$ cat src/rtl/utils_top_pkg.sv
// rtl/utils_top_pkg.sv - shared fetch-stage constants, state enum and buffer entry type
package utils_top;

  localparam int                INST_W   = 32;
  localparam logic [INST_W-1:0] NOP_INST = 32'h0000_0013;

  typedef enum logic [1:0] {
    FS_BOOT,
    FS_RUN,
    FS_FLUSH
  } fetch_state_t;

  // One buffered instruction together with the PC it was fetched from
  typedef struct packed {
    logic [31:0]       pc;
    logic [INST_W-1:0] inst;
  } fetch_entry_t;

endpackage

$ cat src/rtl/fetch_fifo.sv
// rtl/fetch_fifo.sv - synchronous {pc, inst} buffer with push, pop, clear and occupancy
module fetch_fifo
  import utils_top::*;
#(
  parameter  int DEPTH = 2,
  localparam int AW    = $clog2(DEPTH),
  localparam int CW    = AW + 1
) (
  input  logic          clk,
  input  logic          rst_n,
  input  logic          push_i,
  input  fetch_entry_t  push_data_i,
  input  logic          pop_i,
  input  logic          clear_i,
  output fetch_entry_t  head_o,
  output logic [CW-1:0] count_o,
  output logic          full_o,
  output logic          empty_o
);

  fetch_entry_t  mem_q [DEPTH];
  logic [AW-1:0] wr_q, wr_d, rd_q, rd_d;
  logic [CW-1:0] count_q, count_d;

  // Pointer and occupancy next state; clear discards contents and any same-cycle push/pop
  always_comb begin
    wr_d    = wr_q;
    rd_d    = rd_q;
    count_d = count_q;
    if (clear_i) begin
      wr_d    = '0;
      rd_d    = '0;
      count_d = '0;
    end else begin
      if (push_i) wr_d = wr_q + AW'(1);
      if (pop_i)  rd_d = rd_q + AW'(1);
      count_d = count_q + CW'(push_i) - CW'(pop_i);
    end
  end

  // Pointer and occupancy registers
  always_ff @(posedge clk or negedge rst_n) begin
    if (!rst_n) begin
      wr_q    <= '0;
      rd_q    <= '0;
      count_q <= '0;
    end else begin
      wr_q    <= wr_d;
      rd_q    <= rd_d;
      count_q <= count_d;
    end
  end

  // Entry storage needs no reset: occupancy alone says which slots are meaningful
  always_ff @(posedge clk) begin
    if (push_i && !clear_i) mem_q[wr_q] <= push_data_i;
  end

  assign head_o  = mem_q[rd_q];
  assign count_o = count_q;
  assign full_o  = (count_q == CW'(DEPTH));
  assign empty_o = (count_q == '0);

  a_no_underflow: assert property (@(posedge clk) disable iff (!rst_n)
    !(pop_i && empty_o && !clear_i));

endmodule

$ cat src/rtl/fetch_top.sv
// rtl/fetch_top.sv - instruction fetch stage (PC, imem request/response, IF/ID); FETCH_PERF_CNT_EN adds perf counters
module fetch_top
  import utils_top::*;
#(
  parameter logic [31:0] RESET_PC   = 32'h0000_0000,
  parameter int          FIFO_DEPTH = 2
) (
  input  logic              clk,
  input  logic              rst_n,
  input  logic              bubble,
  input  logic              ex_redirect,
  input  logic [31:0]       ex_target,
  output logic              imem_req,
  output logic [31:0]       imem_addr,
  input  logic              imem_gnt,
  input  logic              imem_rvalid,
  input  logic [INST_W-1:0] imem_rdata,
  output logic [INST_W-1:0] if_inst,
  output logic [31:0]       if_pc
`ifdef FETCH_PERF_CNT_EN
  ,
  output logic [31:0]       perf_fetched,
  output logic [31:0]       perf_stall,
  output logic [31:0]       perf_flush
`endif
);

  localparam int AW = $clog2(FIFO_DEPTH);
  localparam int CW = AW + 1;

  fetch_state_t      state_q, state_d;
  logic [31:0]       pc_q, pc_d;
  logic [CW-1:0]     out_q, out_d, drop_q, drop_d, redirect_drop;
  logic [31:0]       rq_pc_q [FIFO_DEPTH];
  logic [AW-1:0]     rq_wr_q, rq_rd_q;
  logic [INST_W-1:0] if_inst_q, if_inst_d;
  logic [31:0]       if_pc_q, if_pc_d;

  fetch_entry_t      fifo_head, resp_entry;
  logic [CW-1:0]     fifo_count;
  logic              fifo_full, fifo_empty, fifo_push, fifo_pop;
  logic [CW:0]       inflight;
  logic              credit_ok, fire, resp_drop, resp_keep, direct, deliver;

  // A returning word goes straight to IF/ID when nothing is queued ahead of it,
  // which keeps one credit free and gives 1 instr/cycle with a 2-entry buffer.
  assign inflight   = {1'b0, out_q} + {1'b0, fifo_count};
  assign credit_ok  = (inflight < (CW+1)'(FIFO_DEPTH));
  assign fire       = imem_req & imem_gnt;
  assign resp_drop  = imem_rvalid & (ex_redirect | (drop_q != '0));
  assign resp_keep  = imem_rvalid & ~resp_drop;
  assign direct     = resp_keep & fifo_empty & ~bubble;
  assign fifo_push  = resp_keep & ~direct;
  assign fifo_pop   = ~ex_redirect & ~bubble & ~fifo_empty;
  assign deliver    = fifo_pop | direct;
  assign resp_entry = '{pc: rq_pc_q[rq_rd_q], inst: imem_rdata};

  fetch_fifo #(.DEPTH(FIFO_DEPTH)) u_fifo (
    .clk         (clk),
    .rst_n       (rst_n),
    .push_i      (fifo_push),
    .push_data_i (resp_entry),
    .pop_i       (fifo_pop),
    .clear_i     (ex_redirect),
    .head_o      (fifo_head),
    .count_o     (fifo_count),
    .full_o      (fifo_full),
    .empty_o     (fifo_empty)
  );

  // FSM state register
  always_ff @(posedge clk or negedge rst_n) begin
    if (!rst_n) state_q <= FS_BOOT;
    else        state_q <= state_d;
  end

  // FSM next state: redirect overrides everything, FLUSH ends when the last stale word is gone
  always_comb begin
    state_d = state_q;
    if (ex_redirect) begin
      state_d = (redirect_drop != '0) ? FS_FLUSH : FS_RUN;
    end else begin
      case (state_q)
        FS_BOOT:  state_d = FS_RUN;
        FS_FLUSH: if (drop_d == '0) state_d = FS_RUN;
        default:  state_d = state_q;
      endcase
    end
  end

  // FSM outputs: request whenever running, not redirecting and a credit is free
  always_comb begin
    imem_req  = (state_q != FS_BOOT) & ~ex_redirect & credit_ok;
    imem_addr = pc_q;
  end

  // PC, outstanding and drop counters; responses arriving with a redirect are dropped too
  always_comb begin
    redirect_drop = out_q - CW'(imem_rvalid);
    out_d         = out_q + CW'(fire) - CW'(imem_rvalid);
    pc_d          = pc_q;
    drop_d        = drop_q;
    if (ex_redirect) begin
      pc_d   = ex_target;
      drop_d = redirect_drop;
    end else begin
      if (fire) pc_d = pc_q + 32'd4;
      if (imem_rvalid && (drop_q != '0)) drop_d = drop_q - CW'(1);
    end
  end

  // IF/ID next value: redirect, then bubble hold, then buffered/returning word, else NOP
  always_comb begin
    if_inst_d = NOP_INST;
    if_pc_d   = '0;
    if (ex_redirect) begin
      if_inst_d = NOP_INST;
      if_pc_d   = '0;
    end else if (bubble) begin
      if_inst_d = if_inst_q;
      if_pc_d   = if_pc_q;
    end else if (!fifo_empty) begin
      if_inst_d = fifo_head.inst;
      if_pc_d   = fifo_head.pc;
    end else if (direct) begin
      if_inst_d = resp_entry.inst;
      if_pc_d   = resp_entry.pc;
    end
  end

  // Datapath and counter registers
  always_ff @(posedge clk or negedge rst_n) begin
    if (!rst_n) begin
      pc_q      <= RESET_PC;
      out_q     <= '0;
      drop_q    <= '0;
      rq_wr_q   <= '0;
      rq_rd_q   <= '0;
      if_inst_q <= NOP_INST;
      if_pc_q   <= '0;
    end else begin
      pc_q      <= pc_d;
      out_q     <= out_d;
      drop_q    <= drop_d;
      if (fire)        rq_wr_q <= rq_wr_q + AW'(1);
      if (imem_rvalid) rq_rd_q <= rq_rd_q + AW'(1);
      if_inst_q <= if_inst_d;
      if_pc_q   <= if_pc_d;
    end
  end

  // Request-PC queue: every response, kept or dropped, consumes the oldest entry
  always_ff @(posedge clk) begin
    if (fire) rq_pc_q[rq_wr_q] <= pc_q;
  end

  assign if_inst = if_inst_q;
  assign if_pc   = if_pc_q;

`ifdef FETCH_PERF_CNT_EN
  logic [31:0] perf_fetched_q, perf_stall_q, perf_flush_q;

  // Free-running wrapping event counters
  always_ff @(posedge clk or negedge rst_n) begin
    if (!rst_n) begin
      perf_fetched_q <= '0;
      perf_stall_q   <= '0;
      perf_flush_q   <= '0;
    end else begin
      perf_fetched_q <= perf_fetched_q + 32'(deliver);
      perf_stall_q   <= perf_stall_q + 32'(bubble);
      perf_flush_q   <= perf_flush_q + 32'(resp_drop);
    end
  end

  assign perf_fetched = perf_fetched_q;
  assign perf_stall   = perf_stall_q;
  assign perf_flush   = perf_flush_q;
`endif

  a_no_orphan_rsp: assert property (@(posedge clk) disable iff (!rst_n)
    !(imem_rvalid && (out_q == '0)));
  a_no_overflow: assert property (@(posedge clk) disable iff (!rst_n)
    !(fifo_push && fifo_full && !fifo_pop));

endmodule
$ cat config.mk
export PLATFORM = sky130hd
export DESIGN_NAME = fetch_top
export DESIGN_NICKNAME = d
export VERILOG_FILES = /design/src/rtl/utils_top_pkg.sv /design/src/rtl/fetch_fifo.sv /design/src/rtl/fetch_top.sv
export SDC_FILE = /design/constraint.sdc
export NUM_CORES = 1
export LEC_CHECK = 0
export CAP_MARGIN = 5
export CELL_PAD_IN_SITES_DETAIL_PLACEMENT = 0
export CELL_PAD_IN_SITES_GLOBAL_PLACEMENT = 1
export CORE_ASPECT_RATIO = 0.75
export CORE_MARGIN = 2
export CORE_UTILIZATION = 36
export CTS_BUF_LIST = sky130_fd_sc_hd__clkbuf_4 sky130_fd_sc_hd__clkbuf_8
export DETAILED_ROUTE_END_ITERATION = 7
export HOLD_SLACK_MARGIN = 0.1
export PLACE_DENSITY = 0.75
export RECOVER_POWER = 50
export SLEW_MARGIN = 20
export SYNTH_ARGS = -nofsm -noshare
export SYNTH_HDL_FRONTEND = slang
export SYNTH_SLANG_ARGS = --single-unit
$ cat constraint.sdc
create_clock -name clk -period 7.69 [get_ports clk]
set_input_delay 1.538 -clock clk [delete_from_list [all_inputs] [get_ports clk]]
set_output_delay 1.538 -clock clk [all_outputs]
set_load 0.01 [all_outputs]
==> results of run 1 <==
==> power by group <==
group	internal, W	total (W)	switching [W]
Sequential	0.00196	0.00212	0.000160
Clock	0.000863	0.00148	0.000621
Combinational	0.000361	0.000812	0.000452
Total	0.00319	0.00442	0.00123
==> routing by layer <==
| metal | part of all wire (%) | GRT usage, % |
|---|---|---|
| met1 | 47 | 24.7 |
| met2 | 46 | 26.3 |
| met3 | 5.3 | 2.98 |
| met4 | 2.1 | 5.02 |
| met5 | 0 | 0 |
==> logic make-up after synthesis <==
family / Yosys count / share of synthesized area, %
flops: 300 / 70.8
compound gates: 185 / 9.95
simple gates: 142 / 6.44
mux: 103 / 8.97
buf+inv: 56 / 1.83
xor+xnor: 15 / 1.10
fa+ha+maj: 8 / 0.899
==> sequential cells by signal (all words and copies together), names as in the netlist <==
name and flops:
drop_q 2, if_inst 32, if_pc 32, imem_addr 32
out_q 2, rq_pc_q 64, rq_rd_q 1, rq_wr_q 1
state_q 2, u_fifo.count_o 2, u_fifo.mem_q 128, u_fifo.rd_q 1
u_fifo.wr_q 1
==> critical path, stage by stage <==
cell and delay, ns:
buf_2 0.11, clkbuf_1 2.06, or3_2 1.12, inv_1 0.25, ha_1 0.36, inv_1 0.04, ha_1 0.27, nor2b_1 0.13
==> layout make-up <==
type                       count  area, µm²
fill                        2921      17400
clock inverter                27        283
multi-input combinational    453       3300
timing repair buffer         174       1700
clock buffer                  60        769
sequential                   300       8480
tap                          442        553
inverter                      10       37.5
==> per-stage QoR <==
step	area [µm²]	hold slack, ns	util, %
2_1_floorplan	12000	0.460	-
3_3_place_gp	14100	0.457	43.3
3_5_place_dp	14100	0.463	43.3
4_1_cts	15100	0.476	46.5
5_1_grt	15100	0.513	46.5
6_report	15100	0.469	46.5
==> cells in the mapped netlist, drive strengths merged, types with 7 or more instances <==
library cell,instances,area share [%]
mux2i,69,5.8
a21oi,10,0.42
nand3,18,0.90
edfxtp,192,48
inv,10,0.31
nor2b,9,0.47
xnor2,12,0.88
dfrtp,105,22
nor2,26,0.82
ha,7,0.73
o21ai,75,3.1
a22oi,61,3.8
clkbuf,32,1.0
and3,7,0.37
mux2,34,3.2
nor3,9,0.42
buf,14,0.51
nand4,10,0.52
o211ai,9,0.56
nand2,40,1.3
==> final timing paths <==
kind,startpoint,end,depth (start not counted)
worst max register to register,u_fifo.count_o[0]$_DFF_PN0_,rq_pc_q[0][23]$_DFFE_PP_,7
max in group asynchronous,rst_n,if_pc[10]$_DFFE_PN0P_,2
worst max-delay path,ex_redirect,u_fifo.count_o[0]$_DFF_PN0_,8
worst min register to register,rq_rd_q$_DFFE_PN0P_,rq_rd_q$_DFFE_PN0P_,1
min in group asynchronous,rst_n,if_inst[24]$_DFFE_PN0P_,1
worst min-delay path,rq_rd_q$_DFFE_PN0P_,rq_rd_q$_DFFE_PN0P_,1
==> impl_results.md, run 1 <==
* Status: finished with violations
* Failing checks: max-capacitance violations, max-slew violations
* Synth Net Count at between 800 and 900
* Post-synth ARST share at a little over a third
* Final WL at between 20 and 30 mm
* Number of antenna diodes at 0
* Endpoints failing setup at 0
* # rows at between 50 and 60
* Crit path kind: in2reg
* First-pass GRT wire length at 45.9 mm
* Number of H-tree levels at 2
* Layout cells sized above 1 at between 10% and 20%
* # placed instances at 1379
* Worst rel slew slack at -112%
* Post-CTS sizing at 0
* Clk sinks at 300
* Post-CTS setup repair buffer count at 0
* Sequential-to-total area share from yosys stat at approximately 71%
* Power Dens Cells at around 300 mW/mm²
* Core Region at 0.0325 mm²
* Die Span Y at 162 µm
* YS warnings at 0
* Max-Cap Viols at 4
* CTS max path bufs at 3
* GR Overflow Total at 0
* Final slew viol count at roughly 200
* Most frequent cells in the layout: edfxtp_1 (192), dfrtp_1 (104), clkdlybuf4s50_1 (96)
* Total die area at about 0.035 mm²
* Setup WS pre-CTS at between 2 and 3 ns
* Largest net degree at the start of global routing at 65
* Main synth FF type: edfxtp_1
* Clk Tree Root Cell: clkbuf_8
* Nature of the critical path endpoint: flip-flop
* Syn Area/Cell at between 10 and 15 µm²
* # DRC at 0
* Crit path required time at approximately 8.0 ns
* Post-synth cell types at 48
* Post-synth EDFFs at 192
* Hold Buf Count CTS at 0
* Final hold violations at 0
* Worst setup margin at between 2 and 2.5 ns
* Total GRT Usage at 17.0%
* Crit Path Max Fanout at 59
* Clock period minus worst slack at about 5.6 ns
* Initial DRT Pass Iterations at 5
* Clock network latency to the later pin of the worst-skew pair at around 0.57 ns
* RSZ-0062 raised after global routing: false
* Worst Skew at slightly above 0.03 ns
* Die X at about 210 µm
* Worst-margin pin slew at 3.19 ns
* Power, Total at approximately 0.0044 W
* Leak at around 5.5 nW
* Finished Layout Cells at ~1500
* Period utilization at ~73%
* Port-buffer cells at roughly 170
* Hold crit path type: reg2reg
* Max Fclk at between 150 and 200 MHz
* CP Launch Type: input pin
* Cts bufs inserted at between 40 and 50
* # nets final at about 1100
* CP arrival at between 5 and 6 ns
* CTS clk-pin slew, worst paths at 0.06 ns
* Max IR drop VDD at 0.123 mV
* Commonest non-fill, non-tap cell in the layout: edfxtp_1
* Synthesis-stage register bit count at 300
* Number of global-route vias before repair at between 7000 and 8000
* Initial antenna violation count at 0
* Via count at 7550
* CTS tree: done
* Drt via density at a little over 5
* Reg2reg setup slack at approximately 4.0 ns
* Post-Synthesis Cell Area at around 0.012 mm²
* Initial drt markers at between 400 and 500
* Total negative setup slack at 0 ns
* WL per Instance at around 20 µm
* RePlAce Congestion at 0.807
* Post-Synthesis Cells at just over 800
* Initial core utilization at 36.8%
* IO Count at 167
* Post-DP HPWL at between 15 and 20 mm
* Final ANT Viol Nets at 0
* Area grow syn2layout at 26.3%
No activity file was read; power rests on OpenSTA's default activity.
==> inputs of run 2 (changes only) <==
- PLACE_DENSITY: 0.75 -> 0.77
- clock period: 7.69 -> 4.9 ns (I/O delays scaled with it)
==> run 2 against run 1 <==
  * Core utilization about the same
  * Critical endpoint is now imem_req
  * First-iteration DRC count increased by 28%
  * Total power increased by 54%
  * Largest cell class unchanged
  * Global-route usage increased by 0.53 points
  * Via count increased by 0.25%
  * Sequential cell count unchanged
  * Critical path depth decreased by 4
  * Final cell count increased by 0.34%
  * The run still ends with max-capacitance violations, max-slew violations left
==> impl_results.md, run 2 (synthesis results as in run 1) <==
* Initial drt markers at 605 (+28%)
* Post-DP HPWL at 18.8 mm (+0.92%)
* Top flop regs: u_fifo.mem_q x128, rq_pc_q x64
* Clk Tree Root Cell: clkbuf_8
* RePlAce Congestion at 0.744 (-7.8%)
* GR Overflow Total at 0 (unchanged)
* Number of antenna diodes at 0 (unchanged)
* Status: finished with violations
* Clock network fraction of design power at 32.1% (-1.5 points)
* # rows at 57 (unchanged)
* Clock period minus worst slack at 3.82 ns
* Initial DRT Pass Iterations at 5 (unchanged)
* Power, Total at 0.00681 W (+54%)
* Max-Cap Viols at 1 (-3)
* Initial antenna violation count at 0 (unchanged)
* Worst Skew at 0.0231 ns (-0.00748 ns)
* Hold Buf Count CTS at 0 (unchanged)
* Final WL at 30.5 mm (+4.0%)
* Switch Pwr at 0.00194 W (+57%)
* Post-CTS setup repair buffer count at 0 (unchanged)
* Design Area, Final at 0.0151 mm² (about the same)
* Clock network latency to the later pin of the worst-skew pair at 0.59 ns (+0.02 ns)
* Commonest non-fill, non-tap cell in the layout: edfxtp_1
* Period utilization at between 70% and 80%
* Max IR drop VDD at 0.168 mV (+36%)
* Die X at 215 µm (unchanged)
* CTS max path bufs at 3 (unchanged)
* CP Launch Type: input pin
* Most frequent cells in the layout: edfxtp_1 (192), dfrtp_1 (104), clkdlybuf4s50_1 (100)
* Combinational cell fraction of total power at 18.8% (+0.4 points)
* CTS clk-pin slew, worst paths at 0.06 ns (about the same)
* Largest net degree at the start of global routing at 65 (unchanged)
* Final hold violations at 0 (unchanged)
* Reg2reg setup slack at 1.71 ns (-2.26 ns)
* Total die area at 0.0347 mm² (unchanged)
* WL per Instance at 20.7 µm (+3.7%)
* Worst hold margin at 0.499 ns (+0.0296 ns)
* Placed cell area at 0.0141 mm² (+0.21%)
* Crit Path Max Fanout at 30 (-49%)
* Fill cells at 2877 (-1.5%)
* Area grow syn2layout at 26.3% (about the same)
* # DRC at 0 (unchanged)
* Reg-to-reg startpoint: u_fifo.count_o[0]$_DFF_PN0_
* Via count at 7569 (+0.25%)
* Post-CTS sizing at 0 (unchanged)
* Hold crit path type: reg2reg
* RSZ-0062 raised after global routing: false
* R2r endpoint: rq_pc_q[0][0]$_DFFE_PP_
* Drt via density at 5.15 (about the same)
* Nature of the critical path endpoint: output pin
* Layout cells sized above 1 at 11.3% (+1.0 points)
* CTS tree: done
* Total negative setup slack at 0 ns (unchanged)
* Worst-margin pin slew at 2.60 ns (-0.586 ns)
* Final ANT Viol Nets at 0 (unchanged)
* Internal Pwr Total at 0.00487 W (+53%)
* Core Region at 0.0325 mm² (unchanged)
* WHS Endpoint: if_inst[18]$_DFFE_PN0P_
* Initial core utilization at 36.8% (unchanged)
* Final slew viol count at 43 (-79%)
* Cts bufs inserted at 48 (+2.1%)
* Hold_sp: if_inst[18]$_DFFE_PN0P_
* # nets final at 1069 (+0.47%)
* Clk sinks at 300 (unchanged)
* Worst reg2reg path depth at 8 (+1)
* Crit path kind: in2out
* Failing checks: max-capacitance violations, max-slew violations
* Endpoints failing setup at 0 (unchanged)
* IO Count at 167 (unchanged)
* Number of global-route vias before repair at 7734 (+0.83%)
* Worst rel slew slack at -73.4% (+39 points)
* Total GRT Usage at 17.5% (+0.53 points)
* CP arrival at 2.84 ns (-3.05 ns)
* Max Fclk at between 200 and 300 MHz
* Port-buffer cells at 166 (unchanged)
* Max reg flops at 128 (unchanged)
* Seq pwr share at 49.1% (+1.1 points)
* Die Span Y at 162 µm (unchanged)
* Crit path required time at 3.92 ns (-4.08 ns)
* Worst Hold Depth at 2 (+1)
* Switching power share of the total at 28.5% (+0.60 points)
* Leak at 5.46 nW (about the same)
* Most flops, register: u_fifo.mem_q
* Number of H-tree levels at 2 (unchanged)
* First-pass GRT wire length at 46.9 mm (+2.0%)
* Power Dens Cells at 451 mW/mm² (+54%)
==> run 2: cell count changes in the layout (fill, tap and decap cells not counted), sizes merged <==
cell	previous run	this run
clkdlybuf4s50	96	100
dlygate4sd3	68	64
buf	6	7
bufinv	6	0
clkinv	18	8
clkbuf	64	86
clkinvlp	2	0
==> run 2: worst max path at each step <==
stage,depth (start not counted),end,start
global route,4,imem_req,ex_redirect
floorplan,5,u_fifo.mem_q[0][0]$_DFFE_PP_,ex_redirect
detailed placement,5,u_fifo.mem_q[1][56]$_DFFE_PP_,imem_rvalid
finish,4,imem_req,ex_redirect
CTS,6,imem_req,u_fifo.count_o[0]$_DFF_PN0_
global placement,5,u_fifo.mem_q[1][56]$_DFFE_PP_,imem_rvalid
==> run 2: power by group through the flow <==
stage / Clock, W / Sequential [W] / Combinational [W]
2_1_floorplan: 0 / 0.00333 / 0.000752
3_3_place_gp: 0 / 0.00338 / 0.00131
3_5_place_dp: 0 / 0.00339 / 0.00133
4_1_cts: 0.00224 / 0.00334 / 0.00134
5_1_grt: 0.00236 / 0.00338 / 0.00140
6_report: 0.00218 / 0.00334 / 0.00128
==> run 2: routing by layer <==
| layer | global-route usage [%] | routed length [µm] | vias up |
|---|---|---|---|
| li1 | - | - | 3485 |
| met3 | 4.59 | 2000 | 42 |
| met5 | 0 | 0 | - |
| met4 | 4.51 | 486 | 0 |
| met1 | 25.2 | 14500 | 3786 |
| met2 | 26.5 | 13500 | 256 |
==> run 2: cell type report <==
type,count,area [µm²],share of cell area (%)
sequential,300,8480,56.1
multi-input combinational,453,3300,21.9
timing repair buffer,178,1740,11.5
clock buffer,79,937,6.20
tap,442,553,3.66
clock inverter,9,53.8,0.356
inverter,10,37.5,0.248
==> run 2: per-stage QoR <==
step	instances	util, %	setup slack [ns]
after floorplan	809	-	0.307
after global placement	1382	43.4	1.15
after detailed placement	1382	43.4	1.12
after CTS	1470	46.4	1.13
after global routing	1471	46.4	0.946
final	1471	46.4	1.08
==> run 2: worst max-delay path: stages <==
cell and delay [ns]:
clkbuf_1 0.99, nor3_1 0.14, nor2b_1 0.23, clkdlybuf4s50_1 0.50
